===== src/rtl/if_fetch.sv =====
// Instruction-fetch stage: owns the PC, drives the instruction ROM and buffers
// fetched words in a 2-entry queue consumed by decode through valid/ready.
module if_fetch #(
    parameter logic [31:0] RESET_PC = 32'h0000_0000
) (
    input  logic        clk,
    input  logic        rst_n,
    output logic        rom_ce,
    output logic [31:0] rom_addr,
    input  logic [31:0] rom_inst,
    input  logic        redirect_valid,
    input  logic [31:0] redirect_pc,
    output logic        id_valid,
    input  logic        id_ready,
    output logic [31:0] id_pc,
    output logic [31:0] id_inst,
    output logic        id_misalign
);

    localparam int unsigned XLEN     = 32;
    localparam int unsigned CNT_W    = 2;
    localparam logic        CHIP_ENABLE  = 1'b1;
    localparam logic        CHIP_DISABLE = 1'b0;
    localparam logic [XLEN-1:0] ZERO_WORD = '0;

    typedef struct packed {
        logic [XLEN-1:0] pc;
        logic [XLEN-1:0] inst;
        logic            misalign;
    } fq_entry_t;

    typedef enum logic [1:0] {
        BOOT  = 2'd0,
        RUN   = 2'd1,
        FAULT = 2'd2
    } state_t;

    state_t           state;
    state_t           state_nxt;
    logic [XLEN-1:0]  pc;
    fq_entry_t        ent0;
    fq_entry_t        ent1;
    fq_entry_t        new_ent;
    logic [CNT_W-1:0] count;
    logic             pop;
    logic             fetch_go;
    logic             redirect_misaligned;

    assign redirect_misaligned = (redirect_pc[1:0] != 2'b00);
    assign new_ent             = '{pc: pc, inst: rom_inst, misalign: 1'b0};

    // State register.
    always_ff @(posedge clk or negedge rst_n) begin
        if (!rst_n) begin
            state <= BOOT;
        end else begin
            state <= state_nxt;
        end
    end

    // Next state and fetch/pop decisions; a redirect overrides everything.
    always_comb begin
        state_nxt = state;
        fetch_go  = 1'b0;
        pop       = (count != CNT_W'(0)) && id_ready;
        unique case (state)
            BOOT:    state_nxt = RUN;
            RUN:     fetch_go  = (count != CNT_W'(2)) || pop;
            FAULT:   state_nxt = FAULT;
            default: state_nxt = BOOT;
        endcase
        if (redirect_valid) begin
            fetch_go  = 1'b0;
            pop       = 1'b0;
            state_nxt = redirect_misaligned ? FAULT : RUN;
        end
    end

    assign rom_ce   = fetch_go ? CHIP_ENABLE : CHIP_DISABLE;
    assign rom_addr = pc;

    // PC and fetch queue; head always lives in ent0.
    always_ff @(posedge clk or negedge rst_n) begin
        if (!rst_n) begin
            pc    <= RESET_PC;
            ent0  <= '0;
            ent1  <= '0;
            count <= '0;
        end else if (redirect_valid) begin
            pc <= redirect_pc;
            if (redirect_misaligned) begin
                ent0  <= '{pc: redirect_pc, inst: ZERO_WORD, misalign: 1'b1};
                count <= CNT_W'(1);
            end else begin
                count <= '0;
            end
        end else begin
            if (fetch_go) begin
                pc <= pc + XLEN'(4);
            end
            unique case ({fetch_go, pop})
                2'b10: begin
                    if (count == CNT_W'(0)) begin
                        ent0 <= new_ent;
                    end else begin
                        ent1 <= new_ent;
                    end
                    count <= count + CNT_W'(1);
                end
                2'b01: begin
                    ent0  <= ent1;
                    count <= count - CNT_W'(1);
                end
                2'b11: begin
                    if (count == CNT_W'(2)) begin
                        ent0 <= ent1;
                        ent1 <= new_ent;
                    end else begin
                        ent0 <= new_ent;
                    end
                end
                default: begin
                end
            endcase
        end
    end

    // Head outputs read as zero whenever the queue is empty.
    assign id_valid    = (count != CNT_W'(0));
    assign id_pc       = id_valid ? ent0.pc   : '0;
    assign id_inst     = id_valid ? ent0.inst : ZERO_WORD;
    assign id_misalign = id_valid && ent0.misalign;

endmodule


===== config.mk =====
export PLATFORM = sky130hd
export DESIGN_NAME = if_fetch
export DESIGN_NICKNAME = d
export VERILOG_FILES = /design/src/rtl/if_fetch.sv
export SDC_FILE = /design/constraint.sdc
export NUM_CORES = 1
export LEC_CHECK = 0
export ABC_CLOCK_PERIOD_IN_PS = 2900
export CAP_MARGIN = 0
export CORE_MARGIN = 4
export CORE_UTILIZATION = 38
export CTS_CLUSTER_DIAMETER = 40
export DETAILED_ROUTE_END_ITERATION = 6
export SETUP_SLACK_MARGIN = 0.2
export SLEW_MARGIN = 15
export SYNTH_ARGS = -nofsm -noshare
export SYNTH_HDL_FRONTEND = slang
export SYNTH_SLANG_ARGS = --single-unit

===== constraint.sdc =====
create_clock -name clk -period 2.9 [get_ports clk]
set_input_delay 0.58 -clock clk [delete_from_list [all_inputs] [get_ports clk]]
set_output_delay 0.58 -clock clk [all_outputs]
set_load 0.01 [all_outputs]

==> impl_metrics.yaml <==
run_status:
  outcome: "completed"
sta:
  period_needed_ns: 2.61
  max_clock_freq_ghz: 0.383
  fin_ws_ns: 0.289
  setup_viol: 0
  report.final.slew_viol_count: 0
  whs_ns: 0.0936
  maxSlewHeadroom: 0.534
  rsz0062_at_grt: "false"
  hold_viol: 0
  tightest_slew_ns: 0.696
  period_share: 0.900
  setup_tns_ns: 0
  fin_skew_ns: 0.0108
setup_path:
  rrSetupSlack_ns: 0.48
  start_kind: "flip-flop"
  r2r_start: "count[0]"
  critPathKind: "flip-flop to primary output"
  r2r-end: "ent1[36]"
  reg2reg_depth: 11
  cp.required_ns: 2.32
  cp.arrival_ns: 2.03
  cp_max_fo: 51
  crit_path_end_kind: "primary output"
synth:
  synth_adder_area_share: 0.00627
  synth_top_area_share: 0.517
  synth_compound_area_frac: 0.155
  synth_area_um2: 7980
  seq_area_frac_synth: 0.517
  synth_cells: 763
  synth_nets: 835
  syn_avg_cell_area_um2: 10.5
  synth-xor-area-share: 0.0307
  synth_area_leaders: "dfrtp_1 (52%), mux2_2 (8.9%), and2_1 (5.2%)"
  synth_top_family_by_area: "simple AND/OR/NAND/NOR gates"
  netlist.top_cell.by_area: "dfrtp_1"
  ys_ff_latch: 165
  synthArstFlopShare: 1.00
  synthMuxAreaShare: 0.0939
  synth-simple-area-share: 0.156
  yosysMostFrequentCell: "dfrtp_1"
  ys_warn_count: 0
  synth_common_cells: "dfrtp_1 (165), nand2_1 (85), and2_1 (66)"
  synth_ff_type: "dfrtp_1"
  synth-edff-count: 0
  ys_types: 47
cells_and_area:
  diodes: 0
  instances_no_fill: 1206
  finish.utilization: 0.522
  drive_gt1_frac: 0.156
  final_nets: 995
  area_growth_pct: 33.5
global_route:
  antenna_found_initial: 1
  grt_util_all_layers: 0.187
  grt_overflow_total: 0
  grt_pass1_wl_um: 35700
  grt_max_degree: 61
  grt_pass1_vias: 6476
die:
  io_pins: 167
  coreArea_um2: 20400
  start_util: 0.391
  row_count: 52
  die_y_um: 153
  dieWidth_um: 153
  die_area_um2: 23400
clock_network:
  cts_buffers: 17
  path_clk_slew_ns: 0.07
  ctsHtreeMaxLevel: 4
  cts_sinks: 165
  hold_buffers: 0
  tritoncts: "yes"
  cts_root_buffer: "clkbuf_16"
  clockBufferDepth: 2
  clock_latency_ns: 0.43
route:
  firstDrtPassIters: 5
  ant_nets: 0
  drt_iter0_markers: 295
  dr_total_vias: 6342
  routedWlPerCell_um: 18.1
  post_drt_via_cell_ratio: 5.26
  wirelength_um: 21800
  drc_errors: 0
pwr:
  p_leak_uw: 0.00443
  max-vdd-ir-drop_uv: 410
  p_per_area_nw_per_um2: 676
place:
  placedCellCount: 1173
  post-place-ws_ns: 0.0185
  post-dp-hpwl_um: 14600
  portBuffers: 166
  place.gp.congestion: 0.809
hold_path:
  min_path_type: "primary input to asynchronous set/reset pin"
flow_run:
  maxCapViolCount: 0
## per-layer routing
layer	vias to the layer above	track usage	share of wire
met1	3104	0.255	0.46
li1	3039	-	-
met4	2	0.0471	0.010
met2	182	0.300	0.47
met5	-	0	0.00032
met3	15	0.0469	0.056
## sequential cells by signal, indices dropped and copies added (netlist names)
name      count
ent0         65
rom_addr     32
state         2
ent1         64
count         2
## worst max path at each step
stage / from / endpoint / slack [ns] / depth (start not counted)
finish: count[1] / id_pc[23] / 0.29 / 5
global route: count[1] / id_inst[23] / 0.21 / 5
CTS: count[1] / id_pc[24] / 0.20 / 5
detailed placement: id_ready / ent1[12] / 0.02 / 9
global placement: id_ready / ent1[11] / 0.08 / 9
floorplan: id_ready / ent1[49] / 0.21 / 10
## repair_timing
action,in CTS,in global routing
pin swaps,0,0
buffers inserted,0,1
endpoints found under the setup margin,57,63
gates resized for setup,3,1
## metrics by stage
step / instance area (um2) / power, uW
after CTS: 10600 / 7290
final: 10700 / 7200
after floorplan: 7980 / 4240
after global routing: 10700 / 7600
after global placement: 10100 / 5060
after detailed placement: 10100 / 5100
## layout make-up
class	count	area (um2)
sequential	165	4130
fill	1889	9770
clock inverter	15	134
tap	270	338
timing repair buffer	198	2030
multi-input combinational	529	3550
inverter	12	45.0
clock buffer	17	425
## logic make-up after synthesis
kind of cell	after synthesis
AOI/OAI and AO/OA	186
buffers and inverters	69
and+or+nand+nor	244
xor gates and xnor gates	28
adders and majority gates	4
DFF	165
muxes	67
## cell usage in the layout (no fill, tap or decap), types with 12 or more instances in the layout
cell type	instances
a22oi_1	37
nor2_1	36
buf_4	21
nand2_1	85
a221oi_1	25
clkbuf_16	17
clkdlybuf4s50_1	163
o31ai_1	24
a21oi_1	28
nand4_1	12
mux2_2	63
dfrtp_1	163
and2_1	65
o21ai_0	54
xor2_1	18
nand3_1	14
## critical path, stage by stage, from the launching register on
cell             delay, ns
dfrtp_2               0.47
nor2_4                0.17
inv_2                 0.09
buf_12                0.19
and2_1                0.17
clkdlybuf4s50_1       0.51
## power by group
| group | internal [uW] | switching [uW] |
|---|---|---|
| logic | 1010 | 748 |
| clock network | 1130 | 1030 |
| registers | 2910 | 376 |
| total | 5050 | 2150 |
(Power assumes the default switching activity.)
